===== config.mk =====
export PLATFORM = sky130hd
export DESIGN_NAME = regfile_seq
export DESIGN_NICKNAME = d
export VERILOG_FILES = /design/src/rtl/regfile_seq.sv
export SDC_FILE = /design/constraint.sdc
export NUM_CORES = 1
export LEC_CHECK = 0
export BUFFER_PORTS_ARGS = -buffer_cell sky130_fd_sc_hd__buf_4
export CAP_MARGIN = 10
export CORE_ASPECT_RATIO = 0.8
export CORE_UTILIZATION = 47
export CTS_BUF_LIST = sky130_fd_sc_hd__clkbuf_16
export DETAILED_ROUTE_END_ITERATION = 12
export PLACE_DENSITY = 0.83
export SLEW_MARGIN = 25
export SYNTH_ARGS = -nofsm -noshare
export SYNTH_HDL_FRONTEND = slang
export SYNTH_SLANG_ARGS = --single-unit
export TNS_END_PERCENT = 10

===== constraint.sdc =====
create_clock -name clk -period 4.3 [get_ports clk]
set_clock_uncertainty 0.2 [all_clocks]
set_input_delay 0.86 -clock clk [delete_from_list [all_inputs] [get_ports clk]]
set_output_delay 0.86 -clock clk [all_outputs]
set_load 0.02 [all_outputs]

===== src/rtl/regfile_seq.sv =====
// Command-driven port sequencer for the 8x8 register file: single writes and full-file dumps.
// Define REGFILE_SEQ_CLEAR_EN to zero every register after each reset.
module regfile_seq #(
    parameter int DW = 8,
    parameter int AW = 3
) (
    input  logic            clk,
    input  logic            rst,
    input  logic            cmd_valid,
    output logic            cmd_ready,
    input  logic            cmd_op,
    input  logic [AW-1:0]   cmd_addr,
    input  logic [DW-1:0]   cmd_data,
    output logic [AW-1:0]   wa,
    output logic [DW-1:0]   wd,
    output logic            we,
    output logic [AW-1:0]   ra1,
    output logic [AW-1:0]   ra2,
    input  logic [DW-1:0]   rd1,
    input  logic [DW-1:0]   rd2,
    output logic            out_valid,
    input  logic            out_ready,
    output logic [2*DW-1:0] out_data,
    output logic            out_last,
    output logic            busy
);

    typedef enum logic [1:0] {S_CLEAR, S_IDLE, S_WRITE, S_DUMP} state_t;

    localparam logic [AW-1:0] LAST = '1;

`ifdef REGFILE_SEQ_CLEAR_EN
    localparam state_t RESET_STATE = S_CLEAR;
`else
    localparam state_t RESET_STATE = S_IDLE;
`endif

    state_t        state_reg, state_next;
    logic [AW-1:0] idx_reg, idx_next;
    logic [AW-1:0] idx_inc;
    logic          we_reg, we_next;
    logic [AW-1:0] wa_reg, wa_next;
    logic [DW-1:0] wd_reg, wd_next;
    logic [AW-1:0] ra1_reg, ra1_next;
    logic [AW-1:0] ra2_reg, ra2_next;
    logic          cmd_ready_reg, cmd_ready_next;
    logic          out_valid_reg, out_valid_next;
    logic          out_last_reg, out_last_next;
    logic          busy_reg, busy_next;

    assign idx_inc = idx_reg + 1'b1;

    always_ff @(posedge clk) begin
        if (rst) begin
            state_reg     <= RESET_STATE;
            idx_reg       <= '0;
            we_reg        <= 1'b0;
            wa_reg        <= '0;
            wd_reg        <= '0;
            ra1_reg       <= '0;
            ra2_reg       <= '0;
            cmd_ready_reg <= 1'b0;
            out_valid_reg <= 1'b0;
            out_last_reg  <= 1'b0;
            busy_reg      <= 1'b1;
        end else begin
            state_reg     <= state_next;
            idx_reg       <= idx_next;
            we_reg        <= we_next;
            wa_reg        <= wa_next;
            wd_reg        <= wd_next;
            ra1_reg       <= ra1_next;
            ra2_reg       <= ra2_next;
            cmd_ready_reg <= cmd_ready_next;
            out_valid_reg <= out_valid_next;
            out_last_reg  <= out_last_next;
            busy_reg      <= busy_next;
        end
    end

    // Next-state logic also computes every registered output for the coming cycle.
    always_comb begin
        state_next     = state_reg;
        idx_next       = idx_reg;
        we_next        = 1'b0;
        wa_next        = wa_reg;
        wd_next        = wd_reg;
        ra1_next       = ra1_reg;
        ra2_next       = ra2_reg;
        out_valid_next = out_valid_reg;
        out_last_next  = out_last_reg;
        case (state_reg)
            S_CLEAR: begin
                // The last clear write is visible on the port before we leave.
                if (we_reg && wa_reg == LAST) begin
                    state_next = S_IDLE;
                end else begin
                    we_next = 1'b1;
                    wa_next = we_reg ? wa_reg + 1'b1 : '0;
                    wd_next = '0;
                end
            end
            S_IDLE: begin
                if (cmd_valid && cmd_ready_reg) begin
                    if (cmd_op) begin
                        state_next     = S_DUMP;
                        idx_next       = '0;
                        ra1_next       = '0;
                        ra2_next       = LAST;
                        out_valid_next = 1'b1;
                        out_last_next  = 1'b0;
                    end else begin
                        state_next = S_WRITE;
                        we_next    = 1'b1;
                        wa_next    = cmd_addr;
                        wd_next    = cmd_data;
                    end
                end
            end
            S_WRITE: begin
                state_next = S_IDLE;
            end
            S_DUMP: begin
                if (out_ready) begin
                    if (idx_reg == LAST) begin
                        state_next     = S_IDLE;
                        idx_next       = '0;
                        out_valid_next = 1'b0;
                        out_last_next  = 1'b0;
                    end else begin
                        idx_next      = idx_inc;
                        ra1_next      = idx_inc;
                        ra2_next      = LAST - idx_inc;
                        out_last_next = (idx_inc == LAST);
                    end
                end
            end
            default: begin
                state_next = RESET_STATE;
            end
        endcase
        cmd_ready_next = (state_next == S_IDLE);
        busy_next      = (state_next != S_IDLE);
    end

    assign we        = we_reg;
    assign wa        = wa_reg;
    assign wd        = wd_reg;
    assign ra1       = ra1_reg;
    assign ra2       = ra2_reg;
    assign cmd_ready = cmd_ready_reg;
    assign out_valid = out_valid_reg;
    assign out_last  = out_last_reg;
    assign busy      = busy_reg;
    assign out_data  = {rd1, rd2};

endmodule


Yosys cells after proc, flatten, opt, wreduce, memory -nomap -nowiden
Index checks and enable logic that the tools add are counted.

storage, ports and cells
  register bits = 27

cells by class
  add/sub/neg operators = 3
  equal/unequal tests = 15
  muxes and demuxes = 42
  reduce and logical (&&, ||, !) cells = 9

operator list
  cell                 count
  $mux 3               14
  $mux 8               3
  $pmux 3 s2           4
  $pmux 8 s2           1
  $ne 2x2->1 const B   7
  $mux 1               12
  $reduce_and 5->1     2
  $eq 3x3->1 const B   3
  $mux 2               4
  $pmux 2 s4           1
  $reduce_and 4->1     2
  $add 3x1->3 const B  2
  $pmux 1 s2           3
  $eq 2x1->1 const B   2
  $eq 2x2->1 const B   2
  $reduce_bool 2->1    2
  $sub 3x3->3 const A  1
  $logic_and 1x1->1    2
  $logic_not 2->1      1
  $ne 2x1->1 const B   1

Depth between registers and ports, before layout
Gate-level depths: netlist (run 1).

  depth in word-level cells = 5
  mapped depth = 7

Worst setup path before layout (run 1)
Ideal clock, no wire load.

  path kind = input to output
  start = in rd2[0]
  end = out out_data[0]
  data arrival time = 0.994 ns
  data required time = 3.240 ns
  path slack = 2.246 ns
  cell stages on the path = 1
  cells stage by stage = buf_4

RTL lines
  item                line  text
  start: declaration  20    input logic [DW-1:0] rd2,
  end: declaration    23    output logic [2*DW-1:0] out_data,

No word-level cell between the ends.

Final worst setup path (run 1)
  start = reg wa_reg[0] (netlist: wa[0])
  end = reg wa_reg[1] (netlist: wa[1])

on the way
  longest elaborated chain between the ends = 4
  elaborated cells on any way between the ends = 8
  classes of those cells = add/sub (1); eq/ne (2); mux (3); reduce/logical (2)

RTL lines
  item                                            line    text
  start: declaration                              42      logic [AW-1:0] wa_reg, wa_next;
  start signal: assignment                        70      wa_reg <= wa_next;
  $add 3x1->3 or $eq 3x3->1 (tied branches)       99, 95
  $mux 3 or $logic_and 1x1->1 (tied branches)     99, 95
  $mux 3 or $ne 2x2->1 (tied branches)            n/a
  $pmux 3 s2 or $reduce_and 4->1 (tied branches)  n/a

Parallel ways exist; a longest one is shown, timed or not. The select of a mux whose other input is x is not followed.
A chain may end at the register's enable or synchronous reset.

==> metrics.cfg, run 1 <==
[clock_tree]
h-tree-depth=1
cts.root.buffer_cell=sky130_fd_sc_hd__clkbuf_16
cts_tree=built
clock-sinks=27
cts_buffers=3
cts_hold_buffers=0
cts_post_setup_buffers_inserted=0
resized_after_cts=0
worstSkewPairLatency_ns=0.26
clkSlewWorstSetupHoldPaths_ns=0.07
cts_buffer_depth=2

[timing]
grt_setup_unrepaired=no
max_slew_headroom_pct=44.2
timing.setup.tns_ns=0
max_freq_mhz=438
worstMarginPinSlew_ns=0.837
slew_violations=0
final-hold-violation-count=0
fin_crit_ns=2.28
final_min_period_over_clock_period_pct=53.1
setup_viol_count_final=0

[pwr]
power.share.combinational_pct=17.4
internal_power_uw=443
p_switching_uw=163
p_clk_share_pct=36.2
pwr-share-seq_pct=46.4
leakagePower_nw=0.637
p_sw_share_pct=27.0
ir_drop_worst_vdd_v=0.000344
power_density_mw_per_mm2=400

[critical_path]
setup.worst_path.start=wa[0]
timing.critical_path.from_type=flop
crit_type=reg2reg
worst_r2r_path_depth=6
crit_arrival_ns=2.26
crit_required_ns=4.28
worst-path-max-fanout=24
timing.rr.end=wa[1]
ff2ff_setup_slack_ns=2.02
worst_setup_path_end_kind=flop
worstReg2RegStart=wa[0]

[yosys]
synth.yosys.seq_area_share_pct=42.2
ys_async_sr_fraction_pct=0
synthesis.instances=142
syn_avg_cell_area_um2=9.01
synth-main-ff-cell=sky130_fd_sc_hd__dfxtp_1
synth_enable_flop_cells=0
ys_ff_latch=27
synth.yosys.warnings=0
netlist-cell-type-count=31
synth_nets=179
netlist_area_mm2=0.00128

[final_layout]
largest_register_ff_count=8
finalNonFillerCells=195
diodes=0
fraction_of_layout_instances_using_a_drive_strength_above_1_pct=28.9
most_common_cell_after_layout_fill_and_taps_aside=sky130_fd_sc_hd__buf_4
area_delta_synth_final_pct=18.4
finish.net_count=197
layout.cells.most_common_list=37 x sky130_fd_sc_hd__buf_4, 27 x sky130_fd_sc_hd__dfxtp_1, 14 x sky130_fd_sc_hd__a21oi_1, 13 x sky130_fd_sc_hd__nand3_1, 12 x sky130_fd_sc_hd__nor2_1

[placed_design]
hpwlAfterDp_um=1800
io_buffers=37
routabilityCongestion=0.807
placed_cells_incl_taps=191

[job]
drv.max_cap_violation_count=0

[outcome]
run_status=completed

[floorplanning]
start_util_pct=50.7
die_width_um=60.3
dieArea_mm2=0.00294
core.rowCount=16
die_height_um=48.7
io_pins=70
core_mm2=0.00252

[route]
drtIter0Drc=25
route.vias.total=1017
drcViolationCount=0
drt.antenna.violating_nets=0
vias_per_inst=5.22
route.detailed.wl_per_inst_um=12.9
drt-pass1-iter-count=4
final_routed_wirelength_um=2510

[grt]
globalRouteTotalUtil_pct=19.1
maximum_number_of_pins_on_one_net_before_global_route_repair=26
antenna_violations_before_repair=0
first_pass_grt_wire_length_um=4240
grt_pass1_vias=981
grt.overflow.total=0

[min_path]
hold-path-cell-count=2
hold_path_startpoint=out_valid
hold_path.class=reg2reg
hold-path-endpoint=out_valid

cell type report:
class / instances / area [um2]
Fill cell: 230 / 1010
Timing Repair Buffer: 37 / 278
Sequential cell: 27 / 541
Clock inverter: 1 / 8.76
Tap cell: 36 / 45.0
Clock buffer: 3 / 75.1
Inverter: 5 / 18.8
Multi-Input combinational cell: 86 / 549
power groups by stage:
stage / clock network (mW) / logic, mW / registers [mW]
final: 0.220 / 0.105 / 0.281
after global routing: 0.237 / 0.114 / 0.284
after CTS: 0.225 / 0.106 / 0.281
after detailed placement: 0 / 0.105 / 0.287
after global placement: 0 / 0.103 / 0.286
after floorplan: 0 / 0.0761 / 0.299
worst max-delay path, stage by stage, from the launching register on:
cell	delay, ns
sky130_fd_sc_hd__dfxtp_1	0.34
sky130_fd_sc_hd__ha_1	0.21
sky130_fd_sc_hd__ha_1	0.17
sky130_fd_sc_hd__nor2b_2	0.16
sky130_fd_sc_hd__a221oi_4	0.75
sky130_fd_sc_hd__nor2_1	0.11
sky130_fd_sc_hd__a311oi_2	0.26
worst max-delay path by stage:
stage	to	slack (ns)
finish	wa[1]	2.02
global route	wa[1]	1.82
CTS	wa[1]	2.00
detailed placement	wa[1]	1.75
global placement	wa[1]	1.81
floorplan	out_data[0]	2.25
layer usage:
layer | wire length [um] | vias to the layer above | track usage [%]
met3 | 197 | 13 | 7.75
met2 | 1110 | 33 | 29.1
met4 | 46 | 0 | 7.75
met5 | 0 | - | 0
li1 | - | 508 | -
met1 | 1160 | 463 | 23.4
synthesized netlist by cell type, drive strengths merged, types with 2 or more instances:
master / instances / share of area [%]
a211oi: 2 / 1.2
a21oi: 14 / 5.5
a311oi: 4 / 3.7
buf: 21 / 13
clkbuf: 3 / 0.88
dfxtp: 27 / 42
ha: 5 / 4.9
inv: 5 / 1.5
nand2: 4 / 1.2
nand2b: 10 / 4.9
nand3: 13 / 5.1
nor2: 12 / 3.5
nor2b: 3 / 1.7
nor3: 6 / 2.3
kinds of logic after synthesis:
logic type               Yosys count  synth area share (%)
flip-flops                        27                  42.2
buffers and inverters             29                  14.9
AO/OA/AOI/OAI                     29                  17.2
AND/OR/NAND/NOR                   52                  20.8
adder cells (fa/ha/maj)            5                  4.89
stage by stage:
stage / hold slack, ns / total power, mW / utilization (%) / instance area, um2 / setup WS [ns]
finish: 0.248 / 0.606 / 60.1 / 1520 / 2.02
global route: 0.282 / 0.634 / 60.1 / 1520 / 1.82
CTS: 0.252 / 0.612 / 60.1 / 1520 / 2.00
detailed placement: 0.241 / 0.392 / 56.7 / 1430 / 1.75
global placement: 0.241 / 0.389 / 56.7 / 1430 / 1.81
floorplan: 0.252 / 0.375 / - / 1280 / 2.25
Power figures use the tool's default switching activity.
==> inputs of run 2 (changes only) <==
--- a/config.mk
+++ b/config.mk
@@ -8,10 +8,10 @@
 export BUFFER_PORTS_ARGS = -buffer_cell sky130_fd_sc_hd__buf_4
 export CAP_MARGIN = 10
 export CORE_ASPECT_RATIO = 0.8
-export CORE_UTILIZATION = 47
+export CORE_UTILIZATION = 39
 export CTS_BUF_LIST = sky130_fd_sc_hd__clkbuf_16
 export DETAILED_ROUTE_END_ITERATION = 12
-export PLACE_DENSITY = 0.83
+export PLACE_DENSITY = 0.73
 export SLEW_MARGIN = 25
 export SYNTH_ARGS = -nofsm -noshare
 export SYNTH_HDL_FRONTEND = slang
==> constraint.sdc (replaced) <==
create_clock -name clk -period 2.1 [get_ports clk]
set_clock_uncertainty 0.2 [all_clocks]
set_input_delay 0.42 -clock clk [delete_from_list [all_inputs] [get_ports clk]]
set_output_delay 0.42 -clock clk [all_outputs]
set_load 0.02 [all_outputs]
==> metrics.cfg, run 2 (synthesis results as in run 1) <==
[critical_path]
crit_type=reg2reg
crit_required_ns=2.09
worst-path-max-fanout=18
timing.rr.end=wd[3]
worst_setup_path_end_kind=flop
worstReg2RegStart=wa[0]
worst_r2r_path_depth=7
ff2ff_setup_slack_ns=0.12
timing.critical_path.from_type=flop
setup.worst_path.start=wa[0]
timing.critical_path.to=wd[3]
crit_arrival_ns=1.97

[floorplanning]
start_util_pct=41.2
core.rowCount=18
io_pins=70
dieArea_mm2=0.00352
core_mm2=0.00311
die_width_um=66.1
die_height_um=53.2

[timing]
max_freq_mhz=505
final-hold-violation-count=0
max_slew_headroom_pct=72.5
fin_crit_ns=1.98
final_min_period_over_clock_period_pct=94.2
setup_viol_count_final=0
worstMarginPinSlew_ns=0.410
slew_violations=0

[final_layout]
diodes=0
layout.cells.most_common_list=40 x sky130_fd_sc_hd__buf_4, 27 x sky130_fd_sc_hd__dfxtp_1, 13 x sky130_fd_sc_hd__nand3_1, 13 x sky130_fd_sc_hd__a21oi_1, 12 x sky130_fd_sc_hd__nor2_1
finish.net_count=201
most_common_cell_after_layout_fill_and_taps_aside=sky130_fd_sc_hd__buf_4
finalNonFillerCells=203
area_delta_synth_final_pct=21.3
largest_register_ff_count=8
fraction_of_layout_instances_using_a_drive_strength_above_1_pct=30.7
finalCoreUtilization_pct=50.0

[pwr]
p_sw_share_pct=25.8
pwr-share-seq_pct=47.1
p_switching_uw=316
power.share.combinational_pct=18.8
power_density_mw_per_mm2=789
p_clk_share_pct=34.1
internal_power_uw=908
leakagePower_nw=0.659
ir_drop_worst_vdd_v=0.000608

[route]
drt-pass1-iter-count=4
drtIter0Drc=49
route.detailed.wl_per_inst_um=13.0
drt.antenna.violating_nets=0
vias_per_inst=5.12
drcViolationCount=0
route.vias.total=1039
final_routed_wirelength_um=2650

[clock_tree]
cts_buffers=3
clock-sinks=27
cts.root.buffer_cell=sky130_fd_sc_hd__clkbuf_16
cts_buffer_depth=2
h-tree-depth=1
cts_tree=built
worstSkewPairLatency_ns=0.26
clkSlewWorstSetupHoldPaths_ns=0.06

[grt]
antenna_violations_before_repair=0
global_route.usage.met1_pct=17.1
grt_busiest_layer=met2
grt.overflow.total=0
use_met3_pct=5.60
use_met2_pct=27.0
globalRouteTotalUtil_pct=15.4
first_pass_grt_wire_length_um=4020
maximum_number_of_pins_on_one_net_before_global_route_repair=26
grt_pass1_vias=927

[min_path]
hold_path.class=in2reg

[placed_design]
io_buffers=37
hpwlAfterDp_um=1960
routabilityCongestion=0.823
placed_cells_incl_taps=198

[job]
drv.max_cap_violation_count=0

[outcome]
run_status=completed

run 2: changes by cell type in the layout (fill, tap and decap cells not counted), sizes merged:
cell  before  now
buf       37   41
run 2: how the worst min path moves through the flow:
stage,from,to,slack (ns),cells after the start
floorplan,idx_reg[2],idx_reg[2],0.25,2
global placement,out_valid,out_valid,0.24,2
detailed placement,out_valid,out_valid,0.24,2
CTS,cmd_data[1],wd[1],0.21,3
global route,cmd_data[6],wd[6],0.23,3
finish,cmd_data[1],wd[1],0.22,3
run 2: critical path, cell delays in order, from the launching register on:
cell and delay, ns:
sky130_fd_sc_hd__dfxtp_1 0.34, sky130_fd_sc_hd__ha_1 0.21, sky130_fd_sc_hd__ha_1 0.18, sky130_fd_sc_hd__nor2b_2 0.16, sky130_fd_sc_hd__a221oi_4 0.34, sky130_fd_sc_hd__buf_6 0.21
sky130_fd_sc_hd__nand3_1 0.11, sky130_fd_sc_hd__a21oi_1 0.15
run 2: repair_timing:
item                       CTS  global route
setup endpoints to repair    0             8
resized for setup            0             2
hold buffers                 0             0
setup buffers                0             1
run 2: layout make-up:
type | count | area (um2)
flip-flops and latches | 27 | 541
well taps | 40 | 50.0
repair buffers | 41 | 312
fillers | 315 | 1560
inverters | 5 | 18.8
multi-input cells | 86 | 553
clock buffers | 3 | 75.1
clock inverters | 1 | 3.75
run 2: stage by stage:
stage | total power, mW | instance area, um2 | worst slack [ns] | hold WS, ns | setup TNS, ns
finish | 1.22 | 1550 | 0.121 | 0.222 | 0
detailed placement | 0.813 | 1460 | 0.0646 | 0.244 | 0
global route | 1.29 | 1550 | -0.00665 | 0.226 | -0.00665
CTS | 1.24 | 1540 | 0.0424 | 0.215 | 0
global placement | 0.807 | 1460 | 0.176 | 0.239 | 0
floorplan | 0.768 | 1280 | 0.146 | 0.252 | 0
run 2: layer usage:
| layer | part of all wire [%] | vias to the layer above |
|---|---|---|
| li1 | - | 516 |
| met1 | 43 | 474 |
| met2 | 48 | 35 |
| met3 | 8.0 | 14 |
| met4 | 1.6 | 0 |
| met5 | 0 | - |
run 2: power by group through the flow:
| stage | combinational (mW) | clock [mW] | sequential (mW) |
|---|---|---|---|
| 2_1_floorplan | 0.156 | 0 | 0.612 |
| 3_3_place_gp | 0.221 | 0 | 0.586 |
| 3_5_place_dp | 0.226 | 0 | 0.587 |
| 4_1_cts | 0.226 | 0.436 | 0.576 |
| 5_1_grt | 0.252 | 0.460 | 0.581 |
| 6_report | 0.230 | 0.418 | 0.576 |
==> inputs of run 3 (changes only) <==
--- a/config.mk
+++ b/config.mk
@@ -11,6 +11,7 @@
 export CORE_UTILIZATION = 39
 export CTS_BUF_LIST = sky130_fd_sc_hd__clkbuf_16
 export DETAILED_ROUTE_END_ITERATION = 12
+export GPL_TIMING_DRIVEN = 0
 export PLACE_DENSITY = 0.73
 export SLEW_MARGIN = 25
 export SYNTH_ARGS = -nofsm -noshare
==> metrics.cfg, run 3 (synthesis results as in run 1) <==
[timing]
final_min_period_over_clock_period_pct=96.0
final-hold-violation-count=0
slew_violations=0
worstMarginPinSlew_ns=0.491
fin_crit_ns=2.02
max_slew_headroom_pct=67.3
max_freq_mhz=496
final.setup.worst_slack_ns=0.0832
timing.setup.tns_ns=0
setup_viol_count_final=0
fin_worst_hold_slack_ns=0.174

[final_layout]
area_delta_synth_final_pct=42.7
most_common_cell_after_layout_fill_and_taps_aside=sky130_fd_sc_hd__buf_4
layout.area.seq_um2=542
diodes=0
finish.net_count=239
fraction_of_layout_instances_using_a_drive_strength_above_1_pct=42.3
largest_register_ff_count=8
layout.cells.most_common_list=71 x sky130_fd_sc_hd__buf_4, 26 x sky130_fd_sc_hd__dfxtp_1, 14 x sky130_fd_sc_hd__a21oi_1, 13 x sky130_fd_sc_hd__nand3_1, 12 x sky130_fd_sc_hd__nor2_1
layout.filler_cells=276
multi_input_area_um2=549

[route]
drtIter0Drc=35
drcViolationCount=0
route.detailed.wl_per_inst_um=11.8
vias_per_inst=4.88
drt-pass1-iter-count=4
drt.antenna.violating_nets=0
route.vias.total=1175
final_routed_wirelength_um=2850

[clock_tree]
h-tree-depth=1
clock-sinks=27
cts_tree=built
cts_buffer_depth=2
clkSlewWorstSetupHoldPaths_ns=0.06
cts_buffers=3
cts_hold_buffers=0
cts.root.buffer_cell=sky130_fd_sc_hd__clkbuf_16
worstSkewPairLatency_ns=0.26

[job]
drv.max_cap_violation_count=0

[grt]
grt_pass1_vias=1019
antenna_violations_before_repair=0
grt.overflow.total=0
first_pass_grt_wire_length_um=4220
globalRouteTotalUtil_pct=16.0
maximum_number_of_pins_on_one_net_before_global_route_repair=15

[critical_path]
crit_required_ns=2.07
timing.critical_path.from_type=flop
cpPeakStageDelay_ns=0.38
crit_arrival_ns=1.99
timing.critical_path.mode_cell=sky130_fd_sc_hd__ha_1
crit_path_top_delay_cell=sky130_fd_sc_hd__a221oi_4
worst_setup_path_end_kind=flop
crit_type=reg2reg
worst-path-max-fanout=10
critical_path.cell_chain=ha_1 -> ha_1 -> nor2b_2 -> a221oi_4 -> buf_6 -> nor2_1 -> a311oi_2

[floorplanning]
core_mm2=0.00311
io_pins=70
core.rowCount=18
die_height_um=53.2
die_width_um=66.1
dieArea_mm2=0.00352
start_util_pct=41.2

[pwr]
leakagePower_nw=0.832
ir_drop_worst_vdd_v=0.000576
power_density_mw_per_mm2=713

[placed_design]
post-place-ws_ns=0.0808
routabilityCongestion=0.828
io_buffers=53
hpwlAfterDp_um=2280

[min_path]
hold_path.class=in2reg

[outcome]
run_status=completed

==> run 3: per-stage QoR <==
step	instance area, um2	utilization [%]	power [mW]	cells
6_report	1830	58.8	1.30	241
5_1_grt	1830	58.8	1.37	241
2_1_floorplan	1280	-	0.768	142
3_3_place_gp	1730	55.6	0.880	235
3_5_place_dp	1730	55.6	0.887	235
4_1_cts	1810	58.1	1.31	239
==> run 3: per-layer routing <==
metal	share of wire (%)	vias to the layer above	wire length (um)	track usage [%]
li1	-	595	-	-
met2	48	47	1370	29.3
met3	9.7	0	277	5.60
met5	0	-	0	0
met1	42	533	1200	18.2
met4	0	0	0	2.84
==> run 3: final timing paths <==
check                                    end      start  slack, ns  cells past startpoint
worst max-delay path                   wa[1]      wa[0]       0.08                      7
worst max register to register         wa[1]      wa[0]       0.08                      7
worst min-delay path            state_reg[1]        rst       0.17                      2
worst min register to register     out_valid  out_valid       0.24                      2
==> run 3: what timing repair did <==
| item | 4_1_cts | 5_1_grt |
|---|---|---|
| setup buffers | 0 | 2 |
| resized for setup | 0 | 2 |
| setup endpoints to repair | 0 | 10 |
==> run 3: critical path: cells and delay by family (launching register included) <==
| kind | cells | cell delay [ns] |
|---|---|---|
| AOI/OAI and AO/OA | 2 | 0.61 |
| adders and majority gates | 2 | 0.37 |
| buffers and inverters | 1 | 0.19 |
| DFF | 1 | 0.34 |
| and+or+nand+nor | 2 | 0.21 |
==> run 3: where the power goes <==
| group | switching, mW | internal, mW | total [mW] |
|---|---|---|---|
| Sequential | 0.0218 | 0.546 | 0.568 |
| Clock | 0.166 | 0.255 | 0.421 |
| Combinational | 0.163 | 0.151 | 0.314 |
==> run 3: layout make-up <==
type                    instances  area share, %
flip-flops and latches         27           29.7
repair buffers                 55           22.6
multi-input cells              86           30.1
inverters                       5           1.03
well taps                      40           2.74
plain buffers                  24           9.59
clock buffers                   3           4.11
clock inverters                 1          0.205
